==> config.mk <==
export PLATFORM = sky130hd
export DESIGN_NAME = adder_rr_arbiter
export DESIGN_NICKNAME = d
export VERILOG_FILES = /design/src/rtl/adder_rr_arbiter.sv
export SDC_FILE = /design/constraint.sdc
export NUM_CORES = 1
export LEC_CHECK = 0
export ABC_CLOCK_PERIOD_IN_PS = 6200
export CAP_MARGIN = 20
export CORE_MARGIN = 1.5
export CORE_UTILIZATION = 40
export CTS_CLUSTER_DIAMETER = 50
export DETAILED_ROUTE_END_ITERATION = 6
export MAX_ROUTING_LAYER = met4
export PLACE_DENSITY = 0.85
export SLEW_MARGIN = 10
export SYNTH_ARGS = -nofsm -noshare
export SYNTH_HDL_FRONTEND = slang
export SYNTH_SLANG_ARGS = --single-unit
==> constraint.sdc <==
create_clock -name clk -period 6.2 [get_ports clk]
set_input_delay 1.55 -clock clk [delete_from_list [all_inputs] [get_ports clk]]
set_output_delay 1.55 -clock clk [all_outputs]
set_load 0.01 [all_outputs]
==> src/rtl/adder_rr_arbiter.sv <==
// rtl/adder_rr_arbiter.sv - round-robin arbiter sharing one 8-bit adder among N_REQ requesters
//
// Purpose:
//   Several client blocks share one 8-bit adder. Each client offers an operand
//   pair on a valid/ready handshake. A round-robin arbiter accepts at most one
//   request per cycle. The 9-bit result goes into a single response register,
//   tagged with the ID of the requester that produced it.
//
// Ports:
//   clk        - clock; all state updates on the rising edge
//   rst        - synchronous, active-high reset
//   req_valid  - [N_REQ]   requester i presents an operand pair
//   req_ready  - [N_REQ]   requester i is accepted this cycle (one-hot or zero)
//   req_a      - [8*N_REQ] operand A, requester i on bits [8i+7:8i]
//   req_b      - [8*N_REQ] operand B, same packing as req_a
//   req_cin    - [N_REQ]   carry-in per requester
//   rsp_valid  - response register holds a result
//   rsp_ready  - consumer accepts the response
//   rsp_id     - [ID_W] requester that produced the result
//   rsp_sum    - [8]    a + b + cin modulo 256
//   rsp_cout   - carry-out of the 9-bit sum

module adder_rr_arbiter #(
    parameter int N_REQ = 4,
    parameter int ID_W  = 2
) (
    input  logic                 clk,
    input  logic                 rst,
    input  logic [N_REQ-1:0]     req_valid,
    output logic [N_REQ-1:0]     req_ready,
    input  logic [8*N_REQ-1:0]   req_a,
    input  logic [8*N_REQ-1:0]   req_b,
    input  logic [N_REQ-1:0]     req_cin,
    output logic                 rsp_valid,
    input  logic                 rsp_ready,
    output logic [ID_W-1:0]      rsp_id,
    output logic [7:0]           rsp_sum,
    output logic                 rsp_cout
);

    typedef enum logic {
        EMPTY = 1'b0,
        FULL  = 1'b1
    } state_t;

    state_t          state_q, state_d;
    logic [ID_W-1:0] last_grant_q, last_grant_d;
    logic [ID_W-1:0] rsp_id_q, rsp_id_d;
    logic [7:0]      rsp_sum_q, rsp_sum_d;
    logic            rsp_cout_q, rsp_cout_d;

    logic            can_accept;
    logic            found;
    logic [ID_W-1:0] winner;
    logic [7:0]      a_sel, b_sel;
    logic            cin_sel;
    logic [8:0]      sum9;
    logic            accept;
    logic [N_REQ-1:0] req_ready_c;

    // The response slot can take a new result when it is empty, or when the
    // current result leaves in this same cycle.
    assign can_accept = (state_q == EMPTY) | (rsp_ready & (state_q == FULL));

    // Round-robin search: scan from last_grant+1 upward with wrap-around and
    // keep the first valid requester found. Stepping k from 1 to N_REQ puts
    // last_grant itself at the lowest priority.
    always_comb begin
        int idx;
        found  = 1'b0;
        winner = '0;
        idx    = 0;
        for (int k = 1; k <= N_REQ; k++) begin
            idx = int'(last_grant_q) + k;
            if (idx >= N_REQ) begin
                idx = idx - N_REQ;
            end
            if (!found && req_valid[idx]) begin
                found  = 1'b1;
                winner = ID_W'(idx);
            end
        end
    end

    // Operand mux feeding the single shared adder.
    always_comb begin
        a_sel   = '0;
        b_sel   = '0;
        cin_sel = 1'b0;
        for (int i = 0; i < N_REQ; i++) begin
            if (winner == ID_W'(i)) begin
                a_sel   = req_a[8*i +: 8];
                b_sel   = req_b[8*i +: 8];
                cin_sel = req_cin[i];
            end
        end
    end

    assign sum9   = {1'b0, a_sel} + {1'b0, b_sel} + {8'b0, cin_sel};
    assign accept = can_accept & found;

    always_comb begin
        req_ready_c = '0;
        for (int i = 0; i < N_REQ; i++) begin
            req_ready_c[i] = accept & (winner == ID_W'(i));
        end
    end

    assign req_ready = req_ready_c;

    always_comb begin
        state_d      = state_q;
        last_grant_d = last_grant_q;
        rsp_id_d     = rsp_id_q;
        rsp_sum_d    = rsp_sum_q;
        rsp_cout_d   = rsp_cout_q;
        if (accept) begin
            state_d      = FULL;
            last_grant_d = winner;
            rsp_id_d     = winner;
            rsp_sum_d    = sum9[7:0];
            rsp_cout_d   = sum9[8];
        end else if ((state_q == FULL) && rsp_ready) begin
            // Result leaves with nothing to replace it. Data fields keep their
            // old values; they are ignored while rsp_valid is low.
            state_d = EMPTY;
        end
    end

    always_ff @(posedge clk) begin
        if (rst) begin
            state_q      <= EMPTY;
            last_grant_q <= ID_W'(N_REQ - 1);
            rsp_id_q     <= '0;
            rsp_sum_q    <= '0;
            rsp_cout_q   <= 1'b0;
        end else begin
            state_q      <= state_d;
            last_grant_q <= last_grant_d;
            rsp_id_q     <= rsp_id_d;
            rsp_sum_q    <= rsp_sum_d;
            rsp_cout_q   <= rsp_cout_d;
        end
    end

    assign rsp_valid = (state_q == FULL);
    assign rsp_id    = rsp_id_q;
    assign rsp_sum   = rsp_sum_q;
    assign rsp_cout  = rsp_cout_q;

endmodule

---- Yosys cells after proc, flatten, opt, wreduce, memory -nomap -nowiden ----
Cells that the tools add are included.
word-level totals
  output and inout bits ................... 16
  bits of input ports ..................... 75
  flip-flop bits (word level) ............. 14
  logic and storage cells ................. 81
cells by class
  $lt $le $gt $ge ......................... 8
  equal/unequal tests ..................... 3
  bitwise logic cells ..................... 8
  add/sub/neg operators ................... 10
  mux-type cells .......................... 38
  reduce and logical (&&, ||, !) cells .... 9
operator list
  operator             number
  $lt 32x4->1 const B  4
  $mux 32              4
  $mux 8               8
  $mux 1               18
  $sub 3x3->4 const B  3
  $add 8x8->9          1
  $add 9x1->9          1
  $ge 3x3->1 const B   3
  $bmux 1 s2           4
  $mux 2               4
  $add 2x2->3 const B  2
  $and 1x1->1          6
  $sub 4x3->5 const B  1
  $add 2x3->4 const B  1
  $eq 2x2->1 const B   2
  $ge 4x3->1 const B   1
  $logic_and 1x1->1    4
  $add 2x1->3 const B  1
  $logic_not 1->1      3
  $eq 2x1->1 const B   1
  $logic_not 2->1      1
  $reduce_bool 2->1    1
  $not 1->1            1
  $or 1x1->1           1

---- Depth between registers and ports, before layout ----
  word-level depth ........................ 23
  gate-level depth with buffers ........... 13

---- Worst setup path before layout ----
Ideal clock, no wire load.
  path kind ............................... input to register
  from .................................... in req_valid[2]
  to ...................................... reg rsp_cout_q, in the netlist rsp_cout
  arrival ................................. 4182 ps
  setup time .............................. 86 ps
  stages on the path ...................... 12
  setup slack ............................. 1932 ps
  path through ............................ nand2b_1 a21o_1 a31oi_4 buf_6 mux2_2 fa_1 fa_1 nor2b_1 o31a_1 o311a_1 o21ai_0 a211oi_1
between the ends
  word-level cells in the longest chain between the ends .. 20
  elaborated cells between the ends (all ways) .. 45
  those cells by class .................... 2 x add/sub; 3 x eq/ne; 32 x mux; 1 x bitwise; 7 x reduce/logical
RTL lines
  element                                    line  text
  start: declaration                         29    input logic [N_REQ-1:0] req_valid,
  $bmux 1 s2                                 78    if (!found && req_valid[idx]) begin
  $mux 1 (implied by the code) (2 in a row)  78
  $mux 1                                     78
  $logic_not 1->1                            78
  $logic_and 1x1->1                          78
  $mux 1                                     78
  $logic_not 1->1                            78
  $logic_and 1x1->1                          78
  $mux 1                                     78
  $logic_not 1->1                            78
  $logic_and 1x1->1                          78
  $mux 2                                     78
  $logic_not 2->1                            91    if (winner == ID_W'(i)) begin
  $mux 8 (4 in a row)                        91
  $add 8x8->9                                99    assign sum9 = {1'b0, a_sel} + {1'b0, b_sel} + {8'b0, cin_sel};
  $add 9x1->9                                99
  end signal: assignment                     142   rsp_cout_q <= rsp_cout_d;
  end: declaration                           50    logic rsp_cout_q, rsp_cout_d;
Parallel ways exist; a longest one is shown, timed or not. The select of a mux whose other input is x is not followed.
A chain may end at the register's enable or synchronous reset.

---- Worst setup path after layout ----
  from .................................... in req_valid[1]
  to ...................................... out req_ready[2]
between the ends
  word-level cells in the longest chain between the ends .. 15
  elaborated cells between the ends (all ways) .. 29
  those cells by class .................... 1 x eq/ne; 20 x mux; 2 x bitwise; 6 x reduce/logical
RTL lines
  element                                    line      text
  $bmux 1 s2                                 78
  $mux 1 (implied by the code) (2 in a row)  78
  $mux 1                                     78
  $logic_not 1->1                            78
  $logic_and 1x1->1                          78
  $mux 1                                     78
  $logic_not 1->1                            78
  $logic_and 1x1->1                          78
  $mux 1                                     78
  $logic_not 1->1                            78
  $logic_and 1x1->1                          78
  $mux 2 or $mux 1 (tied branches)           78
  $eq 2x2->1 or $and 1x1->1 (tied branches)  105, 100
  $and 1x1->1 (*)                            105       req_ready_c[i] = accept & (winner == ID_W'(i));
  end: declaration                           30        output logic [N_REQ-1:0] req_ready,
Mark *: on every way between the ends. The rest lies on a longest branch, timed or not. The select of a mux whose other input is x is not followed.

==> impl_metrics.env <==
export IMPL_p_comb_share_pct=62.1
export IMPL_synthToLayoutAreaGrowth_pct=62.1
export IMPL_end_kind="output pin"
export IMPL_cp_required_ns=4.65
export IMPL_seqPwrFrac_pct=22.2
export IMPL_grt_max_degree=37
export IMPL_hold_path_class="reg2reg"
export IMPL_postSynthCellCount=171
export IMPL_post_synth_mux_area_share_pct=35.4
export IMPL_synth_xor_area_share_pct=0
export IMPL_crit_path_start_kind="input port"
export IMPL_rr_startpoint="last_grant_q[0]$_SDFFE_PP1P_"
export IMPL_clock_tree_htree_level_count=1
export IMPL_finalHoldViolCount=0
export IMPL_io_pins=91
export IMPL_most_common_cell_after_layout_fill_and_taps_aside="sky130_fd_sc_hd__clkdlybuf4s50_1"
export IMPL_worst_endpoint_arrival_ns=3.78
export IMPL_chipWidth_um=65.1
export IMPL_syn_nets=255
export IMPL_synth_area_per_cell_sq_um=9.02
export IMPL_die_area_sq_mm=0.00424
export IMPL_synth_cell_types=40
export IMPL_rows=22
export IMPL_maxSlewHeadroom_pct=60.9
export IMPL_preCtsSetupSlack_ns=0.866
export IMPL_worst_slew_pin_slew_ns=0.585
export IMPL_post_route_cells_drive_above_1_share_pct=6.25
export IMPL_post_cts_setup_buffers=0
export IMPL_netSwitchingPower_mw=0.194
export IMPL_post_cts_resize_count=0
export IMPL_ys_async_sr_fraction_pct=0
export IMPL_share_clk_of_total_power_pct=15.7
export IMPL_detail_route_iter0_violations=41
export IMPL_maximum_clock_rate_mhz=187
export IMPL_detail_route_antenna_nets=0
export IMPL_numPortBuffers=90
export IMPL_cts_buffers=3
export IMPL_wire_length_of_the_first_global_routing_pass_um=6230
export IMPL_yosys_area_share_adder_pct=8.27
export IMPL_routed_wire_length_per_instance_um=12.7
export IMPL_power_mw=0.556
export IMPL_grt_setup_unrepaired="no"
export IMPL_worstSkewPairLatency_ns=0.24
export IMPL_cts_tree="done"
export IMPL_start_util_pct=41.8
export IMPL_mean_number_of_vias_per_cell=5.24
export IMPL_grt_pass1_vias=1514
export IMPL_finClkSkew_ns=0.00161
export IMPL_ys_warnings_count=0
export IMPL_antenna_diode_count=0
export IMPL_internal_power_mw=0.362
export IMPL_floorplan_core_area_sq_mm=0.00369
export IMPL_run_status="completed"
export IMPL_place_area_sq_mm=0.00245
export IMPL_fin_nets=341
export IMPL_layout_worst_path_cycle_share_pct=86.0
export IMPL_worst_setup_hold_path_clk_slew_ns=0.05
export IMPL_postCtsHoldBufs=0
export IMPL_netSwitchingFraction_pct=34.8
export IMPL_dp_hpwl_um=3120
export IMPL_drv_max_cap_violation_count=0
export IMPL_routed_via_count=1594
export IMPL_cts_num_sinks=14
export IMPL_critical_path_endpoint="req_ready[2]"
export IMPL_static_leakage_power_nw=1.07
export IMPL_final_cell_mix="90 x sky130_fd_sc_hd__clkdlybuf4s50_1, 49 x sky130_fd_sc_hd__mux2i_1, 14 x sky130_fd_sc_hd__dfxtp_1"
export IMPL_drv_slew=0
export IMPL_die_y_um=65.1
export IMPL_synth_compound_area_share_pct=15.8
export IMPL_antenna_violations_before_repair=0
export IMPL_route_detailed_drc=0
export IMPL_cts_root_buf="sky130_fd_sc_hd__clkbuf_8"
export IMPL_power_per_cell_area_mw_per_mm2=222
export IMPL_final_period_minus_worst_setup_slack_ns=5.33
export IMPL_finalWorstSetupSlack_ns=0.865
export IMPL_number_of_buffers_between_clock_root_and_the_deepest_sink=2
export IMPL_regToRegSetupSlack_ns=2.63
export IMPL_capture_instance_of_the_worst_register_to_register_path="rsp_cout$_SDFFE_PP0P_"
export IMPL_peakVddDrop_mv=0.137
export IMPL_synth_seq_cells=14
export IMPL_yosysSeqAreaShare_pct=18.2
export IMPL_criticalPathCategory="in2out"
export IMPL_detail_route_wirelength_um=3850
export IMPL_ys_flop_type="sky130_fd_sc_hd__dfxtp_1"
export IMPL_synth_edf_count=0
export IMPL_ff2ff_path_depth=12
export IMPL_track_usage_pct=18.7
export IMPL_synth_top_family_by_area="multiplexers"
export IMPL_synthSimpleGateAreaFrac_pct=17.3
export IMPL_synthesis_area_sq_mm=0.00154
export IMPL_gp_routability_congestion=0.869
export IMPL_crit_path_max_fanout=12
export IMPL_first_pass_iters=4
export IMPL_setup_worst_path_start="req_valid[1]"
export IMPL_setup_violations=0
export IMPL_postLayoutCoreUtil_pct=67.8
export IMPL_grt_remaining_overflow=0
export IMPL_setup_tns_ns=0
export IMPL_design_area_sq_mm=0.00250
worst min-delay path by stage:
stage | start | endpoint | slack [ns] | cells after the start
after CTS | rsp_id[0]$_SDFFE_PP0P_ | rsp_id[0]$_SDFFE_PP0P_ | 0.46 | 2
after global placement | rsp_id[0]$_SDFFE_PP0P_ | rsp_id[0]$_SDFFE_PP0P_ | 0.45 | 2
after detailed placement | rsp_id[0]$_SDFFE_PP0P_ | rsp_id[0]$_SDFFE_PP0P_ | 0.45 | 2
final | rsp_id[0]$_SDFFE_PP0P_ | rsp_id[0]$_SDFFE_PP0P_ | 0.45 | 2
after global routing | rsp_id[1]$_SDFFE_PP0P_ | rsp_id[1]$_SDFFE_PP0P_ | 0.48 | 2
after floorplan | last_grant_q[0]$_SDFFE_PP1P_ | last_grant_q[0]$_SDFFE_PP1P_ | 0.47 | 2
routing by layer:
layer / vias to the layer above / wire [um] / global-route usage [%]
met4: 0 / 7 / 1.82
met5: - / 0 / -
met2: 51 / 1990 / 36.1
li1: 814 / - / -
met3: 2 / 223 / 4.28
met1: 727 / 1620 / 20.3
worst max-delay path, cell delays in order:
cell                              delay, ns
sky130_fd_sc_hd__clkdlybuf4s50_1       0.46
sky130_fd_sc_hd__nor4_2                0.50
sky130_fd_sc_hd__and2b_1               0.37
sky130_fd_sc_hd__nand2b_1              0.21
sky130_fd_sc_hd__and4b_1               0.21
sky130_fd_sc_hd__clkdlybuf4s50_1       0.47
final cells by class:
cell class                 instances  area, sq um
fill                             321         1190
multi-input combinational        145         1190
timing repair buffer              92          916
sequential                        14          280
tap                               48         60.1
clock buffer                       4         55.1
inverter                           1         3.75
power groups by stage:
stage	Combinational (mW)	Sequential, mW	Clock (mW)
6_report	0.345	0.123	0.0875
5_1_grt	0.379	0.126	0.0947
4_1_cts	0.347	0.124	0.0895
3_5_place_dp	0.345	0.125	0
3_3_place_gp	0.342	0.125	0
2_1_floorplan	0.214	0.133	0
synthesized netlist by cell type (2+ instances only):
| library cell | count | area share [%] |
|---|---|---|
| sky130_fd_sc_hd__mux2i_1 | 49 | 32 |
| sky130_fd_sc_hd__dfxtp_1 | 14 | 18 |
| sky130_fd_sc_hd__nor2_1 | 13 | 3.2 |
| sky130_fd_sc_hd__a21oi_1 | 9 | 2.9 |
| sky130_fd_sc_hd__ha_1 | 7 | 5.7 |
| sky130_fd_sc_hd__nand2_1 | 7 | 1.7 |
| sky130_fd_sc_hd__buf_4 | 6 | 2.9 |
| sky130_fd_sc_hd__a211oi_1 | 5 | 2.4 |
| sky130_fd_sc_hd__mux2_2 | 5 | 3.6 |
| sky130_fd_sc_hd__nand2b_1 | 5 | 2.0 |
| sky130_fd_sc_hd__nor2b_1 | 5 | 2.0 |
| sky130_fd_sc_hd__nand3b_1 | 4 | 1.9 |
| sky130_fd_sc_hd__o21ai_0 | 4 | 1.3 |
| sky130_fd_sc_hd__o21a_1 | 3 | 1.5 |
| sky130_fd_sc_hd__o31a_1 | 3 | 1.7 |
| sky130_fd_sc_hd__a21o_1 | 2 | 0.97 |
| sky130_fd_sc_hd__buf_2 | 2 | 0.65 |
| sky130_fd_sc_hd__clkbuf_1 | 2 | 0.49 |
| sky130_fd_sc_hd__fa_1 | 2 | 2.6 |
| sky130_fd_sc_hd__nor3_1 | 2 | 0.65 |
| sky130_fd_sc_hd__nor4_1 | 2 | 0.81 |
| sky130_fd_sc_hd__or3_1 | 2 | 0.81 |
cell families (layout without fill, tap and decap cells):
group,after synthesis,after routing
muxes,54,54
and+or+nand+nor,48,48
AOI/OAI and AO/OA,34,34
DFF,14,14
buffers and inverters,12,97
adders and majority gates,9,9
stage by stage:
step                      hold WS [ns]  std cells
after floorplan                  0.466        171
after global placement           0.447        300
after detailed placement         0.450        300
after CTS                        0.458        304
after global routing             0.477        304
final                            0.454        304
state kept, by name, summed over array words and instances, names as in the netlist:
register	flops
rsp_sum	8
rsp_id	2
rsp_cout	1
last_grant_q	2
rsp_valid	1
Power figures use the tool's default switching activity.
